`config.mk`:
```
export PLATFORM = sky130hd
export DESIGN_NAME = bcd_display_scanner
export DESIGN_NICKNAME = d
export VERILOG_FILES = /design/src/rtl/bcd_display_scanner.sv
export SDC_FILE = /design/constraint.sdc
export NUM_CORES = 1
export LEC_CHECK = 0
export ABC_AREA = 1
export BUFFER_PORTS_ARGS = -buffer_cell sky130_fd_sc_hd__buf_2
export CAP_MARGIN = 10
export CORE_MARGIN = 2
export CORE_UTILIZATION = 54
export DETAILED_ROUTE_END_ITERATION = 8
export MAX_ROUTING_LAYER = met4
export PLACE_DENSITY_LB_ADDON = 0.25
export SETUP_SLACK_MARGIN = 0.05
export SYNTH_ARGS = -nofsm -noshare
export SYNTH_HDL_FRONTEND = slang
export SYNTH_SLANG_ARGS = --single-unit
```
`constraint.sdc`:
```
create_clock -name clk -period 2.3 [get_ports clk]
set_input_delay 0.46 -clock clk [delete_from_list [all_inputs] [get_ports clk]]
set_output_delay 0.46 -clock clk [all_outputs]
set_load 0.005 [all_outputs]
```
`src/rtl/bcd_display_scanner.sv`:
```
// bcd_display_scanner
// Three-digit multiplexed 7-segment driver for a packed BCD value (000-255).
// A value loaded mid-frame is held in a pending register and copied to the
// display register only at a frame boundary. This keeps one frame from
// mixing digits of two different values.
// Scan order is units, tens, hundreds. Leading zeros can be blanked, and
// nibbles above 9 show a dash. Segment and anode outputs are registered
// and share one polarity.
module bcd_display_scanner #(
    parameter int REFRESH_DIV = 50000,
    parameter bit ACTIVE_LOW  = 1'b1
) (
    input  logic        clk,
    input  logic        rst_n,
    input  logic [11:0] bcd,
    input  logic        load,
    input  logic        blank_lz,
    input  logic        en,
    output logic [6:0]  seg,
    output logic [2:0]  an,
    output logic        frame_done
);

    localparam int             CW       = (REFRESH_DIV > 1) ? $clog2(REFRESH_DIV) : 1;
    localparam logic [CW-1:0]  CNT_LAST = CW'(REFRESH_DIV - 1);
    localparam logic [6:0]     SEG_OFF  = ACTIVE_LOW ? 7'h7F : 7'h00;
    localparam logic [2:0]     AN_OFF   = ACTIVE_LOW ? 3'b111 : 3'b000;

    // Active-high {g,f,e,d,c,b,a} pattern for one BCD nibble. Codes above 9 show a dash.
    function automatic logic [6:0] seg_decode(input logic [3:0] n);
        logic [6:0] s;
        case (n)
            4'd0:    s = 7'h3F;
            4'd1:    s = 7'h06;
            4'd2:    s = 7'h5B;
            4'd3:    s = 7'h4F;
            4'd4:    s = 7'h66;
            4'd5:    s = 7'h6D;
            4'd6:    s = 7'h7D;
            4'd7:    s = 7'h07;
            4'd8:    s = 7'h7F;
            4'd9:    s = 7'h6F;
            default: s = 7'h40;
        endcase
        return s;
    endfunction

    logic [CW-1:0] cnt_q, cnt_d;
    logic [1:0]    idx_q, idx_d;
    logic [11:0]   pend_q, pend_d;
    logic          pend_v_q, pend_v_d;
    logic [11:0]   disp_q, disp_d;
    logic [6:0]    seg_q, seg_d;
    logic [2:0]    an_q, an_d;
    logic          frame_done_q, frame_done_d;

    logic          tick;
    logic          frame_edge;
    logic [3:0]    nib;
    logic          blank;
    logic [6:0]    digit_seg;
    logic [2:0]    an_raw;

    // Prescaler and digit index. Both hold while scanning is disabled.
    always_comb begin
        tick       = en && (cnt_q == CNT_LAST);
        frame_edge = tick && (idx_q == 2'd2);
        cnt_d      = cnt_q;
        idx_d      = idx_q;
        if (en) begin
            cnt_d = tick ? '0 : cnt_q + 1'b1;
        end
        if (tick) begin
            idx_d = (idx_q == 2'd2) ? 2'd0 : idx_q + 2'd1;
        end
    end

    // Double buffer. A load on the boundary cycle itself bypasses the pending register.
    always_comb begin
        disp_d   = disp_q;
        pend_d   = pend_q;
        pend_v_d = pend_v_q;
        if (frame_edge) begin
            if (load) begin
                disp_d = bcd;
            end else if (pend_v_q) begin
                disp_d = pend_q;
            end
            pend_v_d = 1'b0;
        end else if (load) begin
            pend_d   = bcd;
            pend_v_d = 1'b1;
        end
    end

    // Digit select, leading-zero blanking, decode and output polarity.
    // An invalid nibble is nonzero, so it never triggers blanking.
    always_comb begin
        nib    = disp_q[3:0];
        blank  = 1'b0;
        an_raw = 3'b001;
        case (idx_q)
            2'd1: begin
                nib    = disp_q[7:4];
                blank  = blank_lz && (disp_q[11:8] == 4'd0) && (disp_q[7:4] == 4'd0);
                an_raw = 3'b010;
            end
            2'd2: begin
                nib    = disp_q[11:8];
                blank  = blank_lz && (disp_q[11:8] == 4'd0);
                an_raw = 3'b100;
            end
            default: begin
                nib    = disp_q[3:0];
                blank  = 1'b0;
                an_raw = 3'b001;
            end
        endcase
        digit_seg    = blank ? 7'h00 : seg_decode(nib);
        seg_d        = SEG_OFF;
        an_d         = AN_OFF;
        frame_done_d = frame_edge;
        if (en) begin
            seg_d = digit_seg ^ {7{ACTIVE_LOW}};
            an_d  = an_raw ^ {3{ACTIVE_LOW}};
        end
    end

    // State and output registers. Reset leaves the display dark at the active polarity.
    always_ff @(posedge clk or negedge rst_n) begin
        if (!rst_n) begin
            cnt_q        <= '0;
            idx_q        <= 2'd0;
            pend_q       <= 12'h000;
            pend_v_q     <= 1'b0;
            disp_q       <= 12'h000;
            seg_q        <= SEG_OFF;
            an_q         <= AN_OFF;
            frame_done_q <= 1'b0;
        end else begin
            cnt_q        <= cnt_d;
            idx_q        <= idx_d;
            pend_q       <= pend_d;
            pend_v_q     <= pend_v_d;
            disp_q       <= disp_d;
            seg_q        <= seg_d;
            an_q         <= an_d;
            frame_done_q <= frame_done_d;
        end
    end

    assign seg        = seg_q;
    assign an         = an_q;
    assign frame_done = frame_done_q;

endmodule

```
==> summary.md <==
| Metric | Value |
|---|---|
| #FFs+latches synth | 54 |
| Post-synth EDFFs | 0 |
| Top post-synthesis cells by count | nand2_1, inv_1, dfrtp_1 |
| RSZ-0062 raised after global routing | no |
| Pin count of the biggest net entering global routing | 55 |
| Yosys top cell area share | between 30% and 40% |
| CTS buffer count | 5 |
| Routed WL | 5720 um |
| Pins Over Slew Limit | 0 |
| WP data required | 2520 ps |
| Largest family of logic cells by synthesized area | simple AND/OR/NAND/NOR gates |
| Wire per inst | 11.77 um |
| Measured slew at the worst slew-check pin | 663.1 ps |
| CP bufs+invs | 2 |
| Int Pwr | 1603 uW |
| Crit. End Element | register |
| Placed insts | between 400 and 500 |
| Post-Syn Area per Cell | 7.724 um2 |
| Remaining DRCs | 0 |
| # hold bufs at CTS | 0 |
| Initial antenna violation count | 0 |
| Simple-gate share of the synthesized area | 34.32% |
| Finish-stage setup viols | 0 |
| R2r setup slk | around 280 ps |
| Lkg Pwr | 0.001744 uW |
| Gate power share | 12.6% |
| Hold Vio Cnt, Final | 0 |
| Share of layout cells above drive strength 1 | 15.94% |
| Hold Path Class | in -> async |
| GRT Total Usage | 21.70% |
| Root Buffer Master | clkbuf_8 |
| 1st-pass router iterations | 4 |
| Net Switching | 577.6 uW |
| Mux cell area share after synthesis | 0% |
| Pwr dens | approximately 660 nW/um2 |
| Synth top area cells | dfrtp_1, nand2_1, dfstp_2 |
| CP Data Arrival Time | 2240 ps |
| Post-Synth XOR/XNOR Area | under 10% |
| Global-route wire length before repair | 10,400 um |
| DR vias/cell | 4.953 |
| Vias in the first global route | about 2.3k |
| Setup CP Type | reg -> reg |
| Post-Syn Area | between 2000 and 3000 um2 |
| Final setup skew | 7.058 ps |
| Yosys warnings | 0 |
| Placer Congestion | 0.9396 |
| CP top delay family | simple AND/OR/NAND/NOR gates |
| Max Cap Violations | 0 |
| CTS tree | done |
| Fmax achieved | 0.4951 GHz |
| Critical-path cell list | inv_1, ha_2, or2_2, nand2_2, inv_1, ha_1, nand3b_1, nand3_1, nand3_1 |
| Row count | 27 |
| Fraction of registers with async set/reset | 100.0% |
| Critical Path Fanout Max | 8 |
| Status | completed |
| Filler instances | 474 |
| Sequential area share after synthesis | 45.63% |
| Clk Latency, worst-skew pair | 310 ps |
| Ports | 28 |
| Starting density of the core | 54.96% |
| Fin crit share | ~88% |
| Grt ovf | 0 |
| Tot Pwr | 2181 uW |
| Post-synth top area cell | dfrtp_1 |
| Detail Placement HPWL | approximately 4100 um |
| Final Non-Filler Cells | about 490 |
| Area delta synth->final | 9.879% |
| Worst path max stage delay | 400 ps |
| Sw frac | 26.49% |
| Reg power frac | 51.7% |
| Synth Area in Compound Gates | under 10% |
| CP max-delay cell | dfrtp_1 |
| Slew margin rel. | 55.80% |
| Worst-path clk slew | 90 ps |
| Fin nets | 440 |
| Clock share of power | a little over a third |
| Cells after synthesis | 387 |
| Die width | around 78 um |
| Detailed-route via count | 2,407 |
| Setup TNS | 0 ps |
| Prevailing post-synth register cell | dfrtp_1 |
| Ant diodes | 0 |
| Synth Area in Adders | 4.186% |
| Starting DRT DRC Count | 219 |
| Post-synth net total | 414 |
| Minimum clock period | about 2000 ps |
| Die Height | 78.40 um |
| Htree depth | 2 |
| Core ar. | 5439 um2 |
| Startpoint types | register |
| Clock buffer depth | 2 |
| Most common cell in the netlist | nand2_1 |
| Die area | 6147 um2 |
| PortBufs | 27 |
| Clock sinks | 54 |
| Detail Route Antenna Nets | 0 |
| Netlist cell types | 29 |
| Worst vdd ir | 0.3211 mV |
-- layout by cell type (no fill, tap or decap), drive strengths merged --
cell type	n
nand2	128
inv	49
dfrtp	44
nand3	41
nor2	34
buf	32
o21ai	21
nand4	17
dfstp	10
ha	10
clkbuf	6
or2	5
xor2	5
nand3b	4
a21oi	3
nor3	2
bufinv	2
o21bai	1
-- worst register-to-register path, cell delays in order, from the launching register on --
cell and delay (ps):
dfrtp_1 400, inv_1 130, ha_2 330, or2_2 310
nand2_2 120, inv_1 80, ha_1 200, nand3b_1 170
nand3_1 110, nand3_1 80
-- layer usage --
metal / vias up / part of all wire (%) / track usage [%] / routed length, um
li1: 1273 / - / - / -
met1: 1080 / 49 / 29.98 / 2828
met2: 47 / 46 / 33.62 / 2619
met3: 7 / 3.7 / 2.759 / 209
met4: 0 / 1.1 / 7.193 / 63
met5: - / 0 / - / 0
-- worst paths after layout --
kind | startpoint | end | cells after the start
hold reg to reg | pend_q[9] | pend_q[9] | 2
hold / removal | rst_n | cnt_q[5] | 2
setup / recovery | idx_q[1] | seg[5] | 9
setup reg to reg | idx_q[1] | seg[5] | 9
min in group clk | bcd[11] | pend_q[11] | 3
max in group asynchronous | rst_n | pend_q[0] | 2
-- registers in the layout, summed over array words and instances (netlist names) --
signal	flops
cnt_q	16
disp_q	12
frame_done	1
pend_v_q	1
pend_q	12
idx_q	2
an	3
seg	7
-- metrics by stage --
step / hold slack [ps] / area (um2) / util, % / setup WS, ps
6_report: 258.6 / 3284 / 60.39 / 280.4
5_1_grt: 337.6 / 3284 / 60.39 / 103.8
3_3_place_gp: 452.9 / 3137 / 57.67 / 368.9
4_1_cts: 291.8 / 3279 / 60.29 / 247.6
2_1_floorplan: 164.4 / 2989 / - / 326.9
3_5_place_dp: 458.9 / 3137 / 57.67 / 259.5
-- kinds of logic (layout without fill, tap and decap cells) --
logic type	Yosys count	after routing
AO/OA/AOI/OAI	25	25
XOR/XNOR	5	5
adder cells (fa/ha/maj)	10	10
buffers and inverters	62	89
flip-flops	54	54
AND/OR/NAND/NOR	231	231
-- power groups by stage --
stage | clock [uW] | sequential, uW | combinational [uW]
after floorplan | 0 | 1120 | 204
after global placement | 0 | 1140 | 267
after detailed placement | 0 | 1140 | 278
after CTS | 794 | 1130 | 279
after global routing | 831 | 1150 | 329
final | 778 | 1130 | 275
-- final cells by class --
| cell class | count | area, um2 | share of cell area, % |
|---|---|---|---|
| flip-flops and latches | 54 | 1364 | 41.52 |
| multi-input cells | 271 | 1331 | 40.53 |
| inverters | 49 | 183.9 | 5.600 |
| repair buffers | 32 | 172.7 | 5.257 |
| well taps | 72 | 90.09 | 2.743 |
| clock buffers | 6 | 82.58 | 2.514 |
| clock inverters | 2 | 60.06 | 1.829 |
-- timing repair --
item,4_1_cts,5_1_grt
setup endpoints to repair,0,1
gates resized for setup,0,2
buffers inserted,0,0
No activity file was read; power rests on OpenSTA's default activity.
